`src/rtl/q100_dtcm_arb.sv`:
```
// rtl/q100_dtcm_arb.sv - two-port DTCM arbiter and access sequencer
//
// Shares a single-port, byte-laned DTCM between the core LSU and a DMA/debug
// port. LSU has default priority; a starvation counter forces a DMA grant
// after STARVE_LIMIT consecutive DMA denials. Stores are lane-replicated with
// per-byte enables; loads are realigned and sign/zero-extended. Every grant
// produces exactly one response one cycle later on the winning port.
//
// Ports:
//   clk, rst                  clock, synchronous active-high reset
//   lsu_*_i / lsu_*_o         LSU request (req, we, addr, size, unsigned,
//                             wdata) and response (gnt, rvalid, rdata, err)
//   dma_*_i / dma_*_o         same set for the DMA/debug port
//   dtcm_addr_o               byte address to the DTCM
//   dtcm_we_o                 per-byte write enables
//   dtcm_data_o               lane-replicated write data
//   dtcm_data_i               DTCM read word, valid the cycle after address

module q100_dtcm_arb #(
   parameter int DATA_W       = 32,
   parameter int ADDR_W       = 12,
   parameter int BANKS        = 4,
   parameter int STARVE_LIMIT = 8
) (
   input  logic              clk,
   input  logic              rst,
   input  logic              lsu_req_i,
   input  logic              lsu_we_i,
   input  logic [ADDR_W-1:0] lsu_addr_i,
   input  logic [1:0]        lsu_size_i,
   input  logic              lsu_unsigned_i,
   input  logic [DATA_W-1:0] lsu_wdata_i,
   output logic              lsu_gnt_o,
   output logic              lsu_rvalid_o,
   output logic [DATA_W-1:0] lsu_rdata_o,
   output logic              lsu_err_o,
   input  logic              dma_req_i,
   input  logic              dma_we_i,
   input  logic [ADDR_W-1:0] dma_addr_i,
   input  logic [1:0]        dma_size_i,
   input  logic              dma_unsigned_i,
   input  logic [DATA_W-1:0] dma_wdata_i,
   output logic              dma_gnt_o,
   output logic              dma_rvalid_o,
   output logic [DATA_W-1:0] dma_rdata_o,
   output logic              dma_err_o,
   output logic [ADDR_W-1:0] dtcm_addr_o,
   output logic [BANKS-1:0]  dtcm_we_o,
   output logic [DATA_W-1:0] dtcm_data_o,
   input  logic [DATA_W-1:0] dtcm_data_i
);

   logic [3:0]        starve_cnt;
   logic              force_dma;
   logic              lsu_win;
   logic              dma_win;
   logic              any_gnt;
   logic              sel_we;
   logic              sel_uns;
   logic [ADDR_W-1:0] sel_addr;
   logic [1:0]        sel_size;
   logic [DATA_W-1:0] sel_wdata;
   logic              mis;

   logic              rsp_lsu;
   logic              rsp_dma;
   logic              rsp_err;
   logic              rsp_load;
   logic [1:0]        rsp_lane;
   logic [1:0]        rsp_size;
   logic              rsp_uns;
   logic [7:0]        rd_byte;
   logic [15:0]       rd_half;
   logic [DATA_W-1:0] rd_ext;

   // DMA wins when it is alone or has been denied STARVE_LIMIT times in a row.
   assign force_dma = dma_req_i && (starve_cnt == 4'(STARVE_LIMIT));
   assign dma_win   = !rst && dma_req_i && (!lsu_req_i || force_dma);
   assign lsu_win   = !rst && lsu_req_i && !dma_win;
   assign any_gnt   = lsu_win || dma_win;
   assign lsu_gnt_o = lsu_win;
   assign dma_gnt_o = dma_win;

   always_comb begin
      if (dma_win) begin
         sel_we    = dma_we_i;
         sel_uns   = dma_unsigned_i;
         sel_addr  = dma_addr_i;
         sel_size  = dma_size_i;
         sel_wdata = dma_wdata_i;
      end else begin
         sel_we    = lsu_we_i;
         sel_uns   = lsu_unsigned_i;
         sel_addr  = lsu_addr_i;
         sel_size  = lsu_size_i;
         sel_wdata = lsu_wdata_i;
      end
   end

   assign mis = (sel_size == 2'b11) ||
                (sel_size == 2'b01 && sel_addr[0]) ||
                (sel_size == 2'b10 && sel_addr[1:0] != 2'b00);

   assign dtcm_addr_o = any_gnt ? sel_addr : '0;

   // Misaligned stores are still granted (so the requester is released) but
   // never touch memory.
   always_comb begin
      dtcm_we_o   = '0;
      dtcm_data_o = '0;
      if (any_gnt && sel_we && !mis) begin
         case (sel_size)
            2'b00: begin
               dtcm_we_o   = BANKS'(1) << sel_addr[1:0];
               dtcm_data_o = {BANKS{sel_wdata[7:0]}};
            end
            2'b01: begin
               dtcm_we_o   = BANKS'(3) << {sel_addr[1], 1'b0};
               dtcm_data_o = {(BANKS/2){sel_wdata[15:0]}};
            end
            default: begin
               dtcm_we_o   = '1;
               dtcm_data_o = sel_wdata;
            end
         endcase
      end
   end

   always_ff @(posedge clk) begin
      if (rst) begin
         starve_cnt <= '0;
         rsp_lsu    <= 1'b0;
         rsp_dma    <= 1'b0;
         rsp_err    <= 1'b0;
         rsp_load   <= 1'b0;
         rsp_lane   <= '0;
         rsp_size   <= '0;
         rsp_uns    <= 1'b0;
      end else begin
         if (!dma_req_i || dma_win)
            starve_cnt <= '0;
         else
            starve_cnt <= starve_cnt + 4'd1;
         rsp_lsu  <= lsu_win;
         rsp_dma  <= dma_win;
         rsp_err  <= any_gnt && mis;
         rsp_load <= any_gnt && !sel_we && !mis;
         rsp_lane <= sel_addr[1:0];
         rsp_size <= sel_size;
         rsp_uns  <= sel_uns;
      end
   end

   assign rd_byte = dtcm_data_i[{rsp_lane, 3'b000} +: 8];
   assign rd_half = dtcm_data_i[{rsp_lane[1], 4'b0000} +: 16];

   always_comb begin
      case (rsp_size)
         2'b00:   rd_ext = {{(DATA_W-8){~rsp_uns & rd_byte[7]}}, rd_byte};
         2'b01:   rd_ext = {{(DATA_W-16){~rsp_uns & rd_half[15]}}, rd_half};
         default: rd_ext = dtcm_data_i;
      endcase
   end

   // Gating with rst drops a response whose grant preceded a reset cycle.
   assign lsu_rvalid_o = rsp_lsu && !rst;
   assign dma_rvalid_o = rsp_dma && !rst;
   assign lsu_err_o    = rsp_lsu && rsp_err && !rst;
   assign dma_err_o    = rsp_dma && rsp_err && !rst;
   assign lsu_rdata_o  = (rsp_lsu && rsp_load && !rst) ? rd_ext : '0;
   assign dma_rdata_o  = (rsp_dma && rsp_load && !rst) ? rd_ext : '0;

endmodule

```
`config.mk`:
```
export PLATFORM = sky130hd
export DESIGN_NAME = q100_dtcm_arb
export DESIGN_NICKNAME = d
export VERILOG_FILES = /design/src/rtl/q100_dtcm_arb.sv
export SDC_FILE = /design/constraint.sdc
export NUM_CORES = 1
export LEC_CHECK = 0
export ABC_AREA = 0
export CAP_MARGIN = 30
export CORE_MARGIN = 4
export CORE_UTILIZATION = 35
export DETAILED_ROUTE_END_ITERATION = 10
export GPL_TIMING_DRIVEN = 0
export HOLD_SLACK_MARGIN = 0.03
export PLACE_DENSITY = 0.84
export REMOVE_ABC_BUFFERS = 1
export SLEW_MARGIN = 20
export SYNTH_ARGS = -nofsm -noshare
export SYNTH_HDL_FRONTEND = slang
export SYNTH_SLANG_ARGS = --single-unit
```
`constraint.sdc`:
```
create_clock -name clk -period 2.16 [get_ports clk]
set_input_delay 0.432 -clock clk [delete_from_list [all_inputs] [get_ports clk]]
set_output_delay 0.432 -clock clk [all_outputs]
set_load 0.05 [all_outputs]
```
==> impl_metrics.env, run 1 <==
export IMPL_status="finished with violations"
export IMPL_violations="negative setup slack"
export IMPL_critPathKind="register to primary output"
export IMPL_cap_violations=0
export IMPL_ir_worst_vdd_mv=0.164
export IMPL_synth_top_family_by_area="simple AND/OR/NAND/NOR gates"
export IMPL_io_buffer_count=249
export IMPL_synth_top_area_share_pct=11.9
export IMPL_regArea_um2=278
export IMPL_synth_cell_type_count=49
export IMPL_r2r_slack_ns=0.19
export IMPL_setup_viol=113
export IMPL_cp_slowest_stage_delay_ns=0.40
export IMPL_cts_sinks=13
export IMPL_fill_cells=265
export IMPL_antenna_found_initial=0
export IMPL_drcViolationCount=0
export IMPL_cp_data_required_time_ns=1.73
export IMPL_routabilityCongestion=0.951
export IMPL_final_min_clock_period_ns=2.68
export IMPL_start_util_pct=36.4
export IMPL_dieHeight_um=104
export IMPL_reg2reg_from="starve_cnt[0]"
export IMPL_yosys_warnings=0
export IMPL_worst_slack_ns=-0.520
export IMPL_clk_pin_slew_ns=0.06
export IMPL_p_per_area_nw_per_um2=250
export IMPL_placed_area_um2=5650
export IMPL_dr_pass1_iters=5
export IMPL_cts_max_path_buffers=2
export IMPL_synth_largest_area_cell="mux2i_1"
export IMPL_cts_tree="built"
export IMPL_place_hpwl_mm=11.7
export IMPL_syn_to_final_growth_pct=157
export IMPL_coreArea_um2=8810
export IMPL_period_share_pct=124
export IMPL_cp_end_kind="primary output"
export IMPL_drive_gt1_share_pct=57.6
export IMPL_grt_usage_pct=38.3
export IMPL_avgSynthCellArea_um2=6.55
export IMPL_dominantRegCellSynth="dfxtp_1"
export IMPL_synth_xor_area_share_pct=1.09
export IMPL_critPathLaunchType="register"
export IMPL_synth_yosys_seq_area_share_pct=8.12
export IMPL_slew_headroom_pct=44.8
export IMPL_drt_wl_total_mm=26.2
export IMPL_p_sw_mw=0.995
export IMPL_crit_path_start="starve_cnt[0]"
export IMPL_grt_ovfl_total=0
export IMPL_drt_vias_per_instance=6.88
export IMPL_synth_cells=489
export IMPL_synth_ff_latch_count=13
export IMPL_comb_power_share_pct=75.8
export IMPL_grt_pass1_vias=6086
export IMPL_critPathSlowestCell="a211o_4"
export IMPL_synth_compound_area_share_pct=26.5
export IMPL_die_area_um2=10700
export IMPL_htreeDepth=1
export IMPL_drtAntennaViolNets=0
export IMPL_hold_class="register to register"
export IMPL_p_leak_nw=3.26
export IMPL_seqPwrFrac_pct=13.4
export IMPL_async_flop_share_pct=0
export IMPL_synth_area_um2=3200
export IMPL_design_area_um2=8250
export IMPL_cts_buffers=3
export IMPL_clock_latency_ns=0.25
export IMPL_synth_fa_ha_area_share_pct=0.781
export IMPL_hold_start="starve_cnt[0]"
export IMPL_first_iter_violations=533
export IMPL_hold_buffers=0
export IMPL_synthSimpleGateAreaFrac_pct=29.6
export IMPL_p_clk_share_pct=10.8
export IMPL_grt_pass1_wl_mm=33.5
export IMPL_grt_max_degree=33
export IMPL_muxShareOfSynthArea_pct=24.6
export IMPL_vias=6152
export IMPL_synth_edf_count=0
export IMPL_hold_viol=0
export IMPL_p_int_mw=1.07
export IMPL_die_w_um=104
export IMPL_synth_area_leaders="mux2i_1 (12%), mux2_2 (9.1%), dfxtp_1 (8.1%)"
export IMPL_ff2ff_path_depth=8
export IMPL_wl_per_cell_um=29.3
export IMPL_skew_ns=0.00448
export IMPL_root_buffer="clkbuf_8"
export IMPL_cp_max_fo=7
export IMPL_arrival_ns=2.25
export IMPL_r2r_end="rsp_err"
export IMPL_endpoint="dtcm_data_o[20]"
export IMPL_fmax_mhz=373
export IMPL_diodes=0
export IMPL_worst_slew_pin_slew_ns=0.827
export IMPL_p_sw_share_pct=48.2
export IMPL_fin_setup_tns_ns=-32.42
export IMPL_nNetsFinal=921
export IMPL_maxSlewViolCount=0
export IMPL_multi_input_area_um2=4120
export IMPL_io_pins=250
export IMPL_grt_setup_unrepaired="true"
export IMPL_path_cells="inv_2 > ha_4 > nand3b_1 > a211o_4 > buf_12 > inv_16 > buf_6 > nand3_2 > a21oi_1 > buf_4"
export IMPL_num_rows=34
[layer usage]
layer / part of all wire (%) / track usage (%) / vias to the layer above
met5: 0 / 0 / -
met3: 11 / 8.83 / 205
li1: - / - / 2412
met1: 32 / 39.0 / 2852
met4: 8.6 / 21.7 / 0
met2: 48 / 71.6 / 683
[timing repair]
item / in CTS / in global routing
resized for setup: 1121 / 149
cloned: 16 / 1
pin swaps: 64 / 39
endpoints found under the setup margin: 126 / 115
buffers inserted: 59 / 19
[worst min path at each step]
stage                               end  slack (ns)  depth (start not counted)
after floorplan           starve_cnt[0]        0.43                          1
after global placement    starve_cnt[0]        0.44                          1
after detailed placement  starve_cnt[0]        0.46                          1
after CTS                 starve_cnt[0]        0.51                          2
after global routing        rsp_size[0]        0.57                          2
final                     starve_cnt[0]        0.55                          2
[synthesized netlist by cell type, types with 2 or more instances]
cell type and count:
nand2_1 53, nand3_1 49, nor2_1 44, a21oi_1 43
mux2i_1 38, mux2_2 26, o21ai_0 25, clkbuf_1 24
o21ai_1 23, buf_2 19, nor2b_1 16, o31ai_1 16
o22ai_1 15, dfxtp_1 13, inv_1 10, nor3_1 7
nand3b_1 6, buf_6 4, mux4_2 4, nor3b_1 4
a221o_1 3, a22o_1 3, and3_1 3, buf_4 3
nand2b_1 3, nand4b_1 3, xnor2_1 3, a2111oi_0 2
a2111oi_2 2, and2_1 2, ha_1 2, o211ai_1 2
o21ai_2 2, or4_1 2
[through the flow]
| stage | setup WS [ns] | std cells | utilization, % | hold WS [ns] | power (mW) |
|---|---|---|---|---|---|
| finish | -0.520 | 894 | 93.6 | 0.554 | 2.07 |
| global route | -0.550 | 894 | 93.6 | 0.568 | 2.10 |
| CTS | -0.411 | 878 | 85.3 | 0.515 | 1.80 |
| detailed placement | -2.36 | 799 | 64.2 | 0.458 | 1.26 |
| global placement | -3.22 | 795 | 63.3 | 0.441 | 1.23 |
| floorplan | -1.65 | 438 | - | 0.430 | 0.766 |
[final cells by class]
type / instances / area share (%)
Timing Repair inverter: 6 / 1.35
Timing Repair Buffer: 329 / 42.4
Tap cell: 108 / 1.64
Inverter: 11 / 0.744
Sequential cell: 13 / 3.37
Clock buffer: 4 / 0.546
Multi-Input combinational cell: 423 / 49.9
[logic make-up after synthesis]
family | after synthesis
adders and majority gates | 2
buffers and inverters | 62
and+or+nand+nor | 197
AOI/OAI and AO/OA | 141
muxes | 70
DFF | 13
xor gates and xnor gates | 4
[cell usage in the layout (no fill, tap or decap), drive strengths merged, types with 3 or more instances in the layout]
master / instances
a2111oi: 4
a211o: 5
a21oi: 43
a221o: 3
a22o: 3
and3: 3
buf: 200
clkbuf: 9
clkdlybuf4s15: 14
clkdlybuf4s50: 97
clkinv: 3
dfxtp: 13
dlygate4sd2: 6
dlymetal6s2s: 7
inv: 13
mux2: 27
mux2i: 39
mux4: 4
nand2: 55
nand2b: 3
nand3: 49
nand3b: 7
nand4b: 3
nor2: 45
nor2b: 16
nor3: 7
nor3b: 5
o21ai: 51
o22ai: 15
o31ai: 16
xnor2: 3
[critical path, delay by kind of cell, from the launching register on]
kind / cells / cell delay, ns
compound gates: 2 / 0.63
fa+ha+maj: 1 / 0.13
buf+inv: 5 / 0.68
flops: 1 / 0.33
simple gates: 2 / 0.23
[power groups by stage]
stage	Clock (mW)	Combinational [mW]	Sequential [mW]
global placement	0	0.942	0.288
CTS	0.210	1.31	0.277
finish	0.224	1.57	0.276
detailed placement	0	0.972	0.288
floorplan	0	0.487	0.278
global route	0.226	1.60	0.277
[sequential cells by signal (all words and copies together), names as in the netlist]
name,flops
rsp_dma,1
rsp_lane,2
rsp_lsu,1
rsp_uns,1
rsp_err,1
rsp_load,1
starve_cnt,4
rsp_size,2
No activity file was read; power rests on OpenSTA's default activity.
==> run 2, diff against run 1 <==
==> constraint.sdc (replaced) <==
create_clock -name clk -period 3.5 [get_ports clk]
set_input_delay 0.7 -clock clk [delete_from_list [all_inputs] [get_ports clk]]
set_output_delay 0.7 -clock clk [all_outputs]
set_load 0.05 [all_outputs]
==> impl_metrics.env, run 2 (same netlist as run 1, synthesis figures left out) <==
export IMPL_status="finished, final reports clean"
export IMPL_grt_setup_unrepaired="true"
export IMPL_die_area_um2=10700
export IMPL_grt_pass1_vias=4984
export IMPL_hold_class="register to register"
export IMPL_arrival_ns=2.77
export IMPL_root_buffer="clkbuf_8"
export IMPL_cts_tree="built"
export IMPL_syn_to_final_growth_pct=75.0
export IMPL_io_pins=250
export IMPL_cts_buffers=3
export IMPL_start_util_pct=36.4
export IMPL_grt_ovfl_total=0
export IMPL_maxSlewViolCount=0
export IMPL_critPathLaunchType="input port"
export IMPL_grt_usage_pct=27.4
export IMPL_final_cells=815
export IMPL_largest_reg_flops=4
export IMPL_p_clk_share_pct=13.7
export IMPL_hold_slack_ns=0.470
export IMPL_period_share_pct=99.2
export IMPL_p_sw_share_pct=43.3
export IMPL_clk_pin_slew_ns=0.05
export IMPL_die_w_um=104
export IMPL_cp_max_fo=53
export IMPL_hold_viol=0
export IMPL_critPathKind="input port to primary output"
export IMPL_p_sw_mw=0.398
export IMPL_final_min_clock_period_ns=3.47
export IMPL_drt_vias_per_instance=5.88
export IMPL_cp_data_required_time_ns=2.80
export IMPL_place_hpwl_mm=11.7
export IMPL_pre_cts_slack_ns=-1.56
export IMPL_skew_ns=0.00284
export IMPL_fin_setup_tns_ns=0
export IMPL_coreArea_um2=8810
export IMPL_cts_sinks=13
export IMPL_io_buffer_count=249
export IMPL_p_per_area_nw_per_um2=164
export IMPL_first_iter_violations=172
export IMPL_drt_wl_total_mm=15.8
export IMPL_setup_viol=0
export IMPL_p_int_mw=0.522
export IMPL_clock_latency_ns=0.23
export IMPL_reg_largest_list="starve_cnt x4, rsp_lane x2, rsp_size x2"
export IMPL_fmax_mhz=288
export IMPL_final_common_cell="clkdlybuf4s50_1"
export IMPL_grt_pass1_wl_mm=24.8
export IMPL_diodes=0
export IMPL_drtAntennaViolNets=0
export IMPL_drcViolationCount=0
export IMPL_worst_slack_ns=0.0285
export IMPL_vias=4789
export IMPL_ir_worst_vdd_mv=0.100
export IMPL_p_leak_nw=2.36
export IMPL_wl_per_cell_um=19.4
export IMPL_drive_gt1_share_pct=23.2
export IMPL_dr_pass1_iters=5
export IMPL_num_rows=34
export IMPL_dieHeight_um=104
export IMPL_cap_violations=0
export IMPL_hold_buffers=0
export IMPL_dp_cells=799
export IMPL_cts_max_path_buffers=2
export IMPL_htreeDepth=1
export IMPL_seqPwrFrac_pct=19.4
export IMPL_largest_register="starve_cnt"
export IMPL_layout_common_cells="clkdlybuf4s50_1 (134), nand2_1 (53), nand3_1 (49)"
export IMPL_slew_headroom_pct=53.8
export IMPL_cp_end_kind="primary output"
export IMPL_grt_max_degree=54
export IMPL_comb_power_share_pct=66.9
export IMPL_worst_slew_pin_slew_ns=0.692
export IMPL_nNetsFinal=842
export IMPL_antenna_found_initial=0
export IMPL_routabilityCongestion=0.951
## run 2: cell types whose count changed in the layout (fill, tap and decap cells not counted), sizes merged, moves of 3 or more
cell           change
buf              -149
clkdlybuf4s50     +37
clkbuf            +32
clkdlybuf4s15      +8
dlygate4sd2        +6
a211o              -3
clkinv             -3
## run 2: path summary, 6_finish.rpt
path / endpoint / start / slack (ns) / cells after the start
setup / recovery: dtcm_we_o[2] / rst / 0.03 / 6
hold / removal: starve_cnt[0] / starve_cnt[0] / 0.47 / 1
setup reg to reg: rsp_load / starve_cnt[1] / 1.64 / 7
hold reg to reg: starve_cnt[0] / starve_cnt[0] / 0.47 / 1
## run 2: final cells by class
type	instances	area (um^2)
fill	789	3200
timing repair buffer	262	2300
clock buffer	4	45.0
multi-input combinational	417	2800
sequential	13	263
inverter	11	57.6
tap	108	135
## run 2: metrics by stage
stage	utilization (%)	power, mW	cell area, um^2
after global placement	63.3	0.759	5570
after global routing	63.6	0.969	5600
after CTS	65.8	0.915	5790
after floorplan	-	0.473	2950
after detailed placement	64.2	0.778	5650
final	63.6	0.919	5600
## run 2: power groups by stage
| stage | logic [mW] | clock network [mW] | registers [mW] |
|---|---|---|---|
| 6_report | 0.615 | 0.126 | 0.178 |
| 5_1_grt | 0.651 | 0.139 | 0.180 |
| 4_1_cts | 0.609 | 0.130 | 0.176 |
| 3_5_place_dp | 0.600 | 0 | 0.178 |
| 3_3_place_gp | 0.581 | 0 | 0.177 |
| 2_1_floorplan | 0.301 | 0 | 0.172 |
## run 2: metal layers
metal	vias up	part of all wire, %	track usage [%]
li1	2226	-	-
met1	2224	35	28.5
met2	303	52	53.0
met3	36	11	7.09
met4	0	2.6	9.21
met5	-	0	0
## run 2: critical path: stages
cell and delay (ns):
dlygate4sd2_1 0.59, a211o_4 0.43, inv_16 0.14, or4_1 0.49, a21oi_1 0.17, buf_4 0.22
## run 2: repair_timing
action                     in CTS  in global routing
setup endpoints to repair     114                103
resized for setup             321                124
pin swaps                       3                  1
gates cloned                    3                  0
setup buffers                   8                  1
